**config.mk**
```make
export PLATFORM = sky130hd
export DESIGN_NAME = pipe_ctrl
export DESIGN_NICKNAME = d
export VERILOG_FILES = /design/src/rtl/cpu_pkg.sv /design/src/rtl/lu_detect.sv /design/src/rtl/pipe_ctrl.sv
export SDC_FILE = /design/constraint.sdc
export NUM_CORES = 1
export LEC_CHECK = 0
export CORE_UTILIZATION = 55
export CTS_CLUSTER_DIAMETER = 100
export DETAILED_ROUTE_END_ITERATION = 10
export DONT_BUFFER_PORTS = 1
export GPL_ROUTABILITY_DRIVEN = 0
export HOLD_SLACK_MARGIN = 0.06
export PLACE_DENSITY = 0.68
export SETUP_SLACK_MARGIN = 0.3
export SLEW_MARGIN = 30
export SYNTH_ARGS = -nofsm -noshare
export SYNTH_HDL_FRONTEND = slang
export SYNTH_SLANG_ARGS = --single-unit
```
**constraint.sdc**
```tcl
create_clock -name clk -period 5.16 [get_ports clk]
set_clock_uncertainty 0.15 [all_clocks]
set_input_delay 1.548 -clock clk [delete_from_list [all_inputs] [get_ports clk]]
set_output_delay 1.548 -clock clk [all_outputs]
set_load 0.02 [all_outputs]
```
**src/rtl/cpu_pkg.sv**
```systemverilog
// Shared pipeline-control definitions: FSM encoding, hold/clear bit positions
// and the canned enb/flash patterns built from them.
package cpu_pkg;

    typedef enum logic [1:0] {
        ST_RUN      = 2'd0,
        ST_MEM_WAIT = 2'd1,
        ST_ERR      = 2'd2
    } state_t;

    localparam int TIMEOUT_DEF = 255;

    // enb = {M,E,D,F}
    localparam int ENB_F = 0;
    localparam int ENB_D = 1;
    localparam int ENB_E = 2;
    localparam int ENB_M = 3;

    // flash = {W,M,E,D}
    localparam int FL_D = 0;
    localparam int FL_E = 1;
    localparam int FL_M = 2;
    localparam int FL_W = 3;

    localparam logic [3:0] ENB_NONE    = 4'b0000;
    localparam logic [3:0] ENB_MEM     = 4'(1 << ENB_M) | 4'(1 << ENB_E) | 4'(1 << ENB_D) | 4'(1 << ENB_F);
    localparam logic [3:0] ENB_LU      = 4'(1 << ENB_D) | 4'(1 << ENB_F);
    localparam logic [3:0] ENB_FETCH   = 4'(1 << ENB_F);

    localparam logic [3:0] FLASH_NONE  = 4'b0000;
    localparam logic [3:0] FLASH_ALL   = 4'b1111;
    localparam logic [3:0] FLASH_MEM   = 4'(1 << FL_W);
    localparam logic [3:0] FLASH_BRCH  = 4'(1 << FL_M) | 4'(1 << FL_E) | 4'(1 << FL_D);
    localparam logic [3:0] FLASH_LU    = 4'(1 << FL_E);
    localparam logic [3:0] FLASH_FETCH = 4'(1 << FL_D);

endpackage

```
**src/rtl/lu_detect.sv**
```systemverilog
// Load-use hazard comparator: a load in EX whose destination feeds a decode source.
module lu_detect (
    input  logic [4:0] rsD,
    input  logic [4:0] rtD,
    input  logic [4:0] rdE,
    input  logic       loadE,
    output logic       hazard
);

    // r0 is hard-wired zero, so a load targeting it never creates a dependency.
    assign hazard = loadE && (rdE != 5'd0) && ((rdE == rsD) || (rdE == rtD));

endmodule

```
**src/rtl/pipe_ctrl.sv**
```systemverilog
// Pipeline hazard controller: memory-wait stall with timeout, branch flush,
// load-use stall and fetch wait, plus a saturating stalled-cycle counter.
//
// state       | meaning
// ST_RUN      | normal issue; hazards resolved combinationally each cycle
// ST_MEM_WAIT | data access outstanding; whole pipe held, WB bubbled
// ST_ERR      | data access timed out; pipe frozen until rst
module pipe_ctrl
    import cpu_pkg::*;
#(
    parameter int TIMEOUT = TIMEOUT_DEF,
    parameter int CNT_W   = 16
) (
    input  logic             clk,
    input  logic             rst,
    input  logic [4:0]       rsD,
    input  logic [4:0]       rtD,
    input  logic [4:0]       rdE,
    input  logic             loadE,
    input  logic             brch_takenM,
    input  logic             dmem_reqM,
    input  logic             dmem_ack,
    input  logic             imem_ack,
    output logic [3:0]       enb,
    output logic [3:0]       flash,
    output logic             err,
    output logic [CNT_W-1:0] stall_cnt
);

    localparam int WAIT_W = (TIMEOUT < 2) ? 1 : $clog2(TIMEOUT + 1);

    state_t              r_state;
    state_t              w_state_nxt;
    logic [WAIT_W-1:0]   r_wait_cnt;
    logic [WAIT_W-1:0]   w_wait_nxt;
    logic [CNT_W-1:0]    r_stall_cnt;
    logic                w_hazard;
    logic                w_mem_stall;

    lu_detect u_lu_detect (
        .rsD    (rsD),
        .rtD    (rtD),
        .rdE    (rdE),
        .loadE  (loadE),
        .hazard (w_hazard)
    );

    assign w_mem_stall = dmem_reqM && !dmem_ack;

    always_comb begin
        w_state_nxt = r_state;
        w_wait_nxt  = r_wait_cnt;
        enb         = ENB_NONE;
        flash       = FLASH_NONE;
        if (rst) begin
            flash = FLASH_ALL;
        end else begin
            case (r_state)
                ST_RUN: begin
                    if (w_mem_stall) begin
                        enb         = ENB_MEM;
                        flash       = FLASH_MEM;
                        w_state_nxt = ST_MEM_WAIT;
                        w_wait_nxt  = '0;
                    end else if (brch_takenM) begin
                        flash = FLASH_BRCH;
                    end else if (w_hazard) begin
                        enb   = ENB_LU;
                        flash = FLASH_LU;
                    end else if (!imem_ack) begin
                        enb   = ENB_FETCH;
                        flash = FLASH_FETCH;
                    end
                end
                ST_MEM_WAIT: begin
                    enb   = ENB_MEM;
                    flash = FLASH_MEM;
                    // The ack cycle itself is still held; RUN resumes next cycle.
                    if (dmem_ack) begin
                        w_state_nxt = ST_RUN;
                    end else if (r_wait_cnt == WAIT_W'(TIMEOUT - 1)) begin
                        w_state_nxt = ST_ERR;
                    end else begin
                        w_wait_nxt = r_wait_cnt + WAIT_W'(1);
                    end
                end
                ST_ERR: begin
                    enb   = ENB_MEM;
                    flash = FLASH_MEM;
                end
                default: begin
                    w_state_nxt = ST_RUN;
                end
            endcase
        end
    end

    always_ff @(posedge clk) begin
        if (rst) begin
            r_state     <= ST_RUN;
            r_wait_cnt  <= '0;
            r_stall_cnt <= '0;
        end else begin
            r_state    <= w_state_nxt;
            r_wait_cnt <= w_wait_nxt;
            if ((|enb) && !(&r_stall_cnt)) begin
                r_stall_cnt <= r_stall_cnt + CNT_W'(1);
            end
        end
    end

    assign err       = (r_state == ST_ERR) && !rst;
    assign stall_cnt = r_stall_cnt;

endmodule
```
# Yosys cells after proc, flatten, opt, wreduce, memory -nomap -nowiden
# Cells that the tools add are included.
# word_totals
reg_bits,26
inputBits,22
output_inout_bits,25
wordCells,51
# classes
add_sub_neg,2
eq_ne,9
muxes,19
bitwise,1
n_reduce_logical,17
# ops
operator,n
$mux W8,3
$add A16 B1 Y16 const B,1
$mux W4,4
$pmux W4 S2,2
$pmux W8 S2,1
$reduce_and A16 Y1,1
$mux W2,6
$eq A5 B5 Y1,2
$add A8 B1 Y8 const B,1
$eq A8 B8 Y1 const B,1
$ne A2 B2 Y1 const B,3
$pmux W2 S3,1
$logic_and A1 B1 Y1,5
$reduce_bool A5 Y1,1
$reduce_and A4 Y1,1
$reduce_or A4 Y1,1
$logic_not A1 Y1,3
$mux W3,1
$ne A3 B3 Y1 const B,1
$reduce_and A3 Y1,1
$eq A2 B1 Y1 const B,1
$eq A2 B2 Y1 const B,1
$logic_not A2 Y1,1
$reduce_bool A2 Y1,1
other kinds (4),4

# Logic depth before layout (Yosys ltp)
# Gate-level depths: netlist of run 1.
# logic_depth
depth_word,10
depth_mapped,8
mapped_depth_nobuf,8

# Cells and area by module
# Synthesis of run 1 repeated with hierarchy kept, for this count alone.
# unflattened
hier_cells,195
area_unflattened_um2,1579.0
# by_module_without_submodules
mod,instances,cells_per_inst,area_each_um2,seq_area_each_um2
pipe_ctrl,1,178,1453.9,520.5
lu_detect,1,17,125.1,0.0

# Worst setup path before layout of run 1
# No wires, ideal clock.
# synth_path
kind,input -> output
startpoint,input port rst
endpoint,output port enb[0]
t_arrival_ps,2947
required_time_ps,3462
setup_slack_ps,515
stages,5
n_path_buf,1
path_cell_list,buf_6 > or2_4 > or3b_4 > o32ai_4 > or2_2
# synth_via
elab_chain_cells,1
# synth_rtl
element,line_no,source
"start, declared",pipe_ctrl.sv:15,"input logic rst,"
$mux W4,pipe_ctrl.sv:55,if (rst) begin
"end, declared",pipe_ctrl.sv:24,"output logic [3:0] enb,"
# No other way between the ends.

# Worst setup path after layout of run 1
# layout_path
startpoint,input port rdE[0]
endpoint,output port enb[0]
# layout_via
elab_chain_cells,8
elab_cells_between_ends,11
classes_between,2 x eq/ne; 5 x mux; 4 x reduce/logical
# layout_rtl
element,line_no,source
"start, declared",pipe_ctrl.sv:18,"input logic [4:0] rdE,"
$eq A5 B5 Y1 / $reduce_bool A5 Y1 (equally long branches),lu_detect.sv:11,assign hazard = loadE && (rdE != 5'd0) && ((rdE == rsD) || (rdE == rtD));
$logic_or A1 B1 Y1 / $logic_and A1 B1 Y1 (equally long branches),lu_detect.sv:11,
$logic_and A1 B1 Y1 (*),lu_detect.sv:11,
$mux W2 (*),pipe_ctrl.sv:67,end else if (w_hazard) begin
$mux W2 (*),pipe_ctrl.sv:65,end else if (brch_takenM) begin
$mux W4 (*),pipe_ctrl.sv:60,if (w_mem_stall) begin
$pmux W4 S2 (*),pipe_ctrl.sv:58,case (r_state)
$mux W4 (*),pipe_ctrl.sv:55,
# Every way passes the cells marked *; elsewhere a longest branch is shown, timed or not.

==> impl_results.md, run 1 <==
- Nets@finish: 215
- Final setup fails: 0
- CTS Buf Count: 3
- Class of the worst hold path: reg -> reg
- Largest net degree at the start of global routing: 25
- Area growth syn-to-layout: 3.03%
- Pwr Total: about 0.61 mW
- Via Count: 1410
- Max incr delay on CP: 0.52 ns
- Post-detailed-route wirelength per cell: roughly 16 um
- Synth async-reset ratio: 0%
- Hpwl dp: ~2500 um
- Die Wd: roughly 55 um
- Core area: 2590 um2
- XOR/XNOR Fraction of Synth Area: a little under a tenth
- Initial antenna violation count: 0
- Synthesis-stage register bit count: 26
- Setup TNS: 0 ns
- RSZ-0062 raised after global routing: false
- Gate Count Post-Synth: about 190
- Commonest non-fill, non-tap cell in the layout: dfxtp_1
- Post-synth EDFFs: 0
- R2R setup slack: between 2 and 2.5 ns
- Adder-cell area share of the yosys netlist: roughly 5.6%
- Seq/Total Area, Yosys: ~33%
- Die area: between 3000 and 4000 um2
- Pre-antenna DRT Iters: 4
- Final Hold Fails: 0
- Setup crit end kind: output pin
- Largest family of logic cells by synthesized area: simple AND/OR/NAND/NOR gates
- P_leak: around 0.57 nW
- Share of cells above drive strength 1: roughly 5.4%
- PortBufs: 0
- Final hold slack: 0.345 ns
- Final critical-path share of the clock period: 89.8%
- Bufs on Longest Clock Path: 2
- Slew margin rel.: around 40%
- Most frequent cells in the layout: dfxtp_1 (26), nor2_1 (18), nand2_1 (17), xor2_1 (17), a21oi_1 (10)
- Post-synth top area cell: dfxtp_1
- Initial core utilization: 60.5%
- WL final: 3380 um
- Yosys top cell area share: ~33%
- Root buffer cell: clkbuf_4
- Cell row count: 18
- GRT Total Usage: between 20% and 30%
- Antenna diodes: 0
- DR iter-0 viols: between 70 and 80
- CP Data Arrival Time: about 3 ns
- Syn_nets: 216
- Mean area per synthesized cell: around 8.4 um2
- # clock sinks: 26
- Outcome: finished clean
- CTS H-Tree Depth: 1
- Post-CTS Setup Repair Bufs: 0
- Simple-gate share of the synthesized area: between 20% and 30%
- CTS tree: done
- Cell Chain, Critical Path: or4_1, o21ai_1, o32ai_4, or2_2
- Crit path kind: in -> out
- Clk_lat worst skew: 0.32 ns
- # resized after CTS: 0
- CP startpoint kind: primary input
- Top post-synthesis cells by area: dfxtp_1 (33%), xor2_1 (9.5%), ha_1 (5.6%)
- Reg clk slew, reported paths: 0.14 ns
- Buf+Inv Stages, Crit Path: 0
- Measured slew at the worst slew-check pin: roughly 0.90 ns
- # hold bufs at CTS: 0
- Total grt overflow: 0
- Via/cell ratio: ~6.6
- Mapped Area: 1570 um2
- Post-synthesis compound-gate area fraction: slightly below 20%
- Post-synthesis mux area share: 1.36%
- Max_cap viols: 0
- Final slew viol count: 0
- Max Freq: approximately 0.22 GHz
- Yosys warns: 0
- Top-Level Pins: 47
- Vias in the first global route: around 1300
- CP Max Fanout: 5
- Power per cell area: 375 nW/um2
- First-pass GRT wire length: approximately 5800 um
- Most used DFF post-synth: dfxtp_1
- Slowest-stage cell, CP: or4_1
- Peak supply drop: between 200 and 250 uV
- Cell variety after synth: 43
- Dominant delay contributor by cell family on the critical path: simple AND/OR/NAND/NOR gates
- # DRC: 0
- Tmin final: roughly 4.6 ns
- ANT nets after route: 0
- Die height: roughly 55 um
- CP required: 3.46 ns
==> final cells by class <==
class	count	area, um2
tap	30	37.5
sequential	26	520
clock inverter	1	30.0
clock buffer	3	22.5
multi-input combinational	149	982
fill	252	975
inverter	6	22.5
==> cells by family after synthesis <==
kind of cell,Yosys count
AND/OR/NAND/NOR,80
AO/OA/AOI/OAI,43
flip-flops,26
XOR/XNOR,17
buffers and inverters,12
adder cells (fa/ha/maj),7
multiplexers,2
==> report_power, final <==
| group | leakage (nW) | total (mW) | switching [mW] | internal [mW] |
|---|---|---|---|---|
| clock | 0.0279 | 0.141 | 0.0620 | 0.0786 |
| combinational | 0.332 | 0.230 | 0.159 | 0.0709 |
| sequential | 0.210 | 0.236 | 0.0214 | 0.214 |
==> synth_stat cells, drive strengths merged, types with 2 or more instances <==
master / instances
nand3: 9
or4: 5
nor2b: 2
nor3: 3
o41ai: 3
ha: 7
and3: 4
nand2: 17
o211ai: 4
o21ai: 10
nand2b: 2
o21a: 2
inv: 6
o311ai: 3
xor2: 17
o31ai: 3
nand4: 7
nor2: 18
buf: 4
nor4: 2
o31a: 2
dfxtp: 26
a21oi: 10
or2: 2
clkbuf: 2
or3: 5
==> worst paths after layout <==
path,depth (start not counted),endpoint,from
min,2,r_wait_cnt[5],r_wait_cnt[5]
max,4,enb[0],rdE[0]
max reg2reg,7,stall_cnt[11],r_state[0]
min reg2reg,2,r_wait_cnt[5],r_wait_cnt[5]
==> metrics by stage <==
step | setup WS, ns | area [um2] | std cells | util, %
3_5_place_dp | 0.521 | 1560 | 211 | 60.3
6_report | 0.526 | 1620 | 215 | 62.4
4_1_cts | 0.513 | 1620 | 215 | 62.4
5_1_grt | 0.406 | 1620 | 215 | 62.4
2_1_floorplan | 0.515 | 1570 | 187 | -
3_3_place_gp | 0.535 | 1560 | 211 | 60.3
==> state kept, by name, summed over array words and instances (netlist names) <==
register,count
r_state,2
r_wait_cnt,8
stall_cnt,16
==> routing by layer <==
| layer | global-route usage, % | part of all wire (%) | wire, um | vias to the layer above |
|---|---|---|---|---|
| met4 | 7.86 | 1.2 | 40 | 0 |
| li1 | - | - | - | 682 |
| met3 | 4.92 | 6.5 | 220 | 5 |
| met2 | 38.2 | 47 | 1600 | 57 |
| met5 | 0 | 0 | 0 | - |
| met1 | 29.2 | 45 | 1520 | 666 |
==> worst reg2reg max path, delay by kind of cell (launching register included) <==
kind	cells	cell delay, ns
flops	1	0.37
compound gates	3	0.94
simple gates	3	1.22
fa+ha+maj	1	0.23
No activity file was read; power rests on OpenSTA's default activity.
==> run 2: changes to the inputs <==
==> constraint.sdc (replaced) <==
create_clock -name clk -period 5.16 [get_ports clk]
set_clock_uncertainty 0.15 [all_clocks]
set_input_delay 0.258 -clock clk [delete_from_list [all_inputs] [get_ports clk]]
set_output_delay 0.258 -clock clk [all_outputs]
set_load 0.02 [all_outputs]
==> impl_results.md, run 2 (synthesis gave the netlist of run 1 again) <==
- # DRC: 0 (unchanged)
- P_leak: 0.572 nW (was 0.570 nW)
- Hpwl dp: 2490 um (was 2520 um)
- Cell Count, Final, Fillers Out: 217 (was 215)
- CTS Buf Count: 3 (unchanged)
- Core area: 2590 um2 (unchanged)
- WL final: 3380 um (about the same)
- FF-to-FF Start: r_state[0] (unchanged)
- Die Wd: 55.4 um (unchanged)
- CP startpoint kind: flip-flop (was primary input)
- Top-Level Pins: 47 (unchanged)
- Root buffer cell: clkbuf_4 (unchanged)
- Setup WS post-layout: 2.25 ns (was 0.526 ns)
- Post-CTS Setup Repair Bufs: 0 (unchanged)
- Final hold slack: 0.135 ns (was 0.345 ns)
- Power per cell area: 355 nW/um2 (was 375 nW/um2)
- Die height: 55.4 um (unchanged)
- Vias in the first global route: 1222 (was 1344)
- Largest net degree at the start of global routing: 25 (unchanged)
- R2R setup slack: 2.25 ns (was 2.21 ns)
- Nets@finish: 217 (was 215)
- Max Freq: 0.343 GHz (was 0.216 GHz)
- Bufs on Longest Clock Path: 2 (unchanged)
- CP required: 5.28 ns (was 3.46 ns)
- Initial core utilization: 60.5% (unchanged)
- Max reg flops: 16 (unchanged)
- First-pass GRT wire length: 5490 um (was 5800 um)
- Tmin final: 2.91 ns (was 4.63 ns)
- Peak supply drop: 262 uV (was 241 uV)
- Commonest non-fill, non-tap cell in the layout: dfxtp_1 (unchanged)
- Outcome: finished clean (unchanged)
- Final critical-path share of the clock period: 56.5% (was 89.8%)
- # resized after CTS: 0 (unchanged)
- GRT Total Usage: 22.3% (was 22.9%)
- Pwr Total: 0.574 mW (was 0.606 mW)
- Class of the worst hold path: in -> reg (was reg -> reg)
- Total grt overflow: 0 (unchanged)
- CTS tree: done (unchanged)
- Pre-antenna DRT Iters: 4 (unchanged)
- # clock sinks: 26 (unchanged)
- Final setup fails: 0 (unchanged)
- DR iter-0 viols: 78 (was 71)
- Reg clk slew, reported paths: 0.15 ns (was 0.14 ns)
- Measured slew at the worst slew-check pin: 0.885 ns (was 0.899 ns)
- Slew margin rel.: 41.0% (was 40.1%)
- Final cell utilization of the core: 62.5% (was 62.4%)
- CTS H-Tree Depth: 1 (unchanged)
- Via/cell ratio: 6.40 (was 6.56)
- Cell row count: 18 (unchanged)
- ANT nets after route: 0 (unchanged)
- Share of cells above drive strength 1: 5.35% (was 5.41%)
- Worst hold endpoint: stall_cnt[10] (was r_wait_cnt[5])
- Setup TNS: 0 ns (unchanged)
- Max_cap viols: 0 (unchanged)
- Area growth syn-to-layout: 3.27% (was 3.03%)
- Antenna diodes: 0 (unchanged)
- Initial antenna violation count: 0 (unchanged)
- Via Count: 1389 (was 1410)
- Most frequent cells in the layout: dfxtp_1 (26), nor2_1 (18), nand2_1 (17), xor2_1 (17), a21oi_1 (10) (unchanged)
- Post-detailed-route wirelength per cell: 15.6 um (was 15.7 um)
- Dpl ws: 2.29 ns (was 0.521 ns)
- Final Hold Fails: 0 (unchanged)
- Placed insts: 211 (unchanged)
- PortBufs: 0 (unchanged)
- Final slew viol count: 0 (unchanged)
- FF-to-FF path depth: 7 (unchanged)
- Hold wc startpoint: rst (was r_wait_cnt[5])
- Setup crit end kind: flip-flop (was output pin)
- Clk_lat worst skew: 0.33 ns (was 0.32 ns)
- CP Data Arrival Time: 3.04 ns (was 2.94 ns)
- Finished Cell Area: 1620 um2 (about the same)
- RSZ-0062 raised after global routing: false (unchanged)
- Crit path kind: reg -> reg (was in -> out)
- CP Max Fanout: 24 (was 5)
- Die area: 3070 um2 (unchanged)
- Hold depth: 2 (unchanged)
- Placed instance area: 1560 um2 (unchanged)
- Terminus of the critical flop-to-flop path: stall_cnt[11] (unchanged)
run 2: per-layer routing:
metal	up-vias	routed length (um)	global-route usage, %	share of wire, %
met5	-	0	0	0
met4	0	63	9.64	1.9
met3	6	245	5.62	7.2
met2	55	1470	32.7	43
met1	638	1610	31.0	48
li1	690	-	-	-
run 2: what timing repair did:
| item | CTS | global route |
|---|---|---|
| hold endpoints to repair | 14 | 0 |
| hold buffers | 2 | 0 |
| setup endpoints to repair | 0 | 0 |
run 2: critical path, stage by stage, from the launching register on:
cell	delay, ns
dfxtp_1	0.37
ha_1	0.23
or2_4	0.25
or3b_4	0.39
o32ai_4	0.42
o21ai_2	0.35
or4_1	0.55
a21oi_1	0.15
run 2: worst max path at each step:
stage	startpoint	to	slack [ns]	cells past startpoint
2_1_floorplan	r_state[0]	stall_cnt[8]	2.64	8
3_3_place_gp	r_state[0]	stall_cnt[11]	2.36	7
3_5_place_dp	r_state[0]	stall_cnt[11]	2.29	7
4_1_cts	r_state[0]	stall_cnt[11]	2.25	7
5_1_grt	r_state[0]	stall_cnt[9]	2.06	7
6_report	r_state[0]	stall_cnt[11]	2.25	7
run 2: report_power, final:
part           internal [mW]  switching [mW]
Clock                 0.0432          0.0624
Sequential             0.214          0.0224
Combinational         0.0718           0.160
Total                  0.329           0.245
run 2: cell type report:
cell class              instances  area (um2)
fillers                       229         971
repair buffers                  2        20.0
multi-input cells             149         982
clock buffers                   4        36.3
well taps                      30        37.5
flip-flops and latches         26         520
inverters                       6        22.5
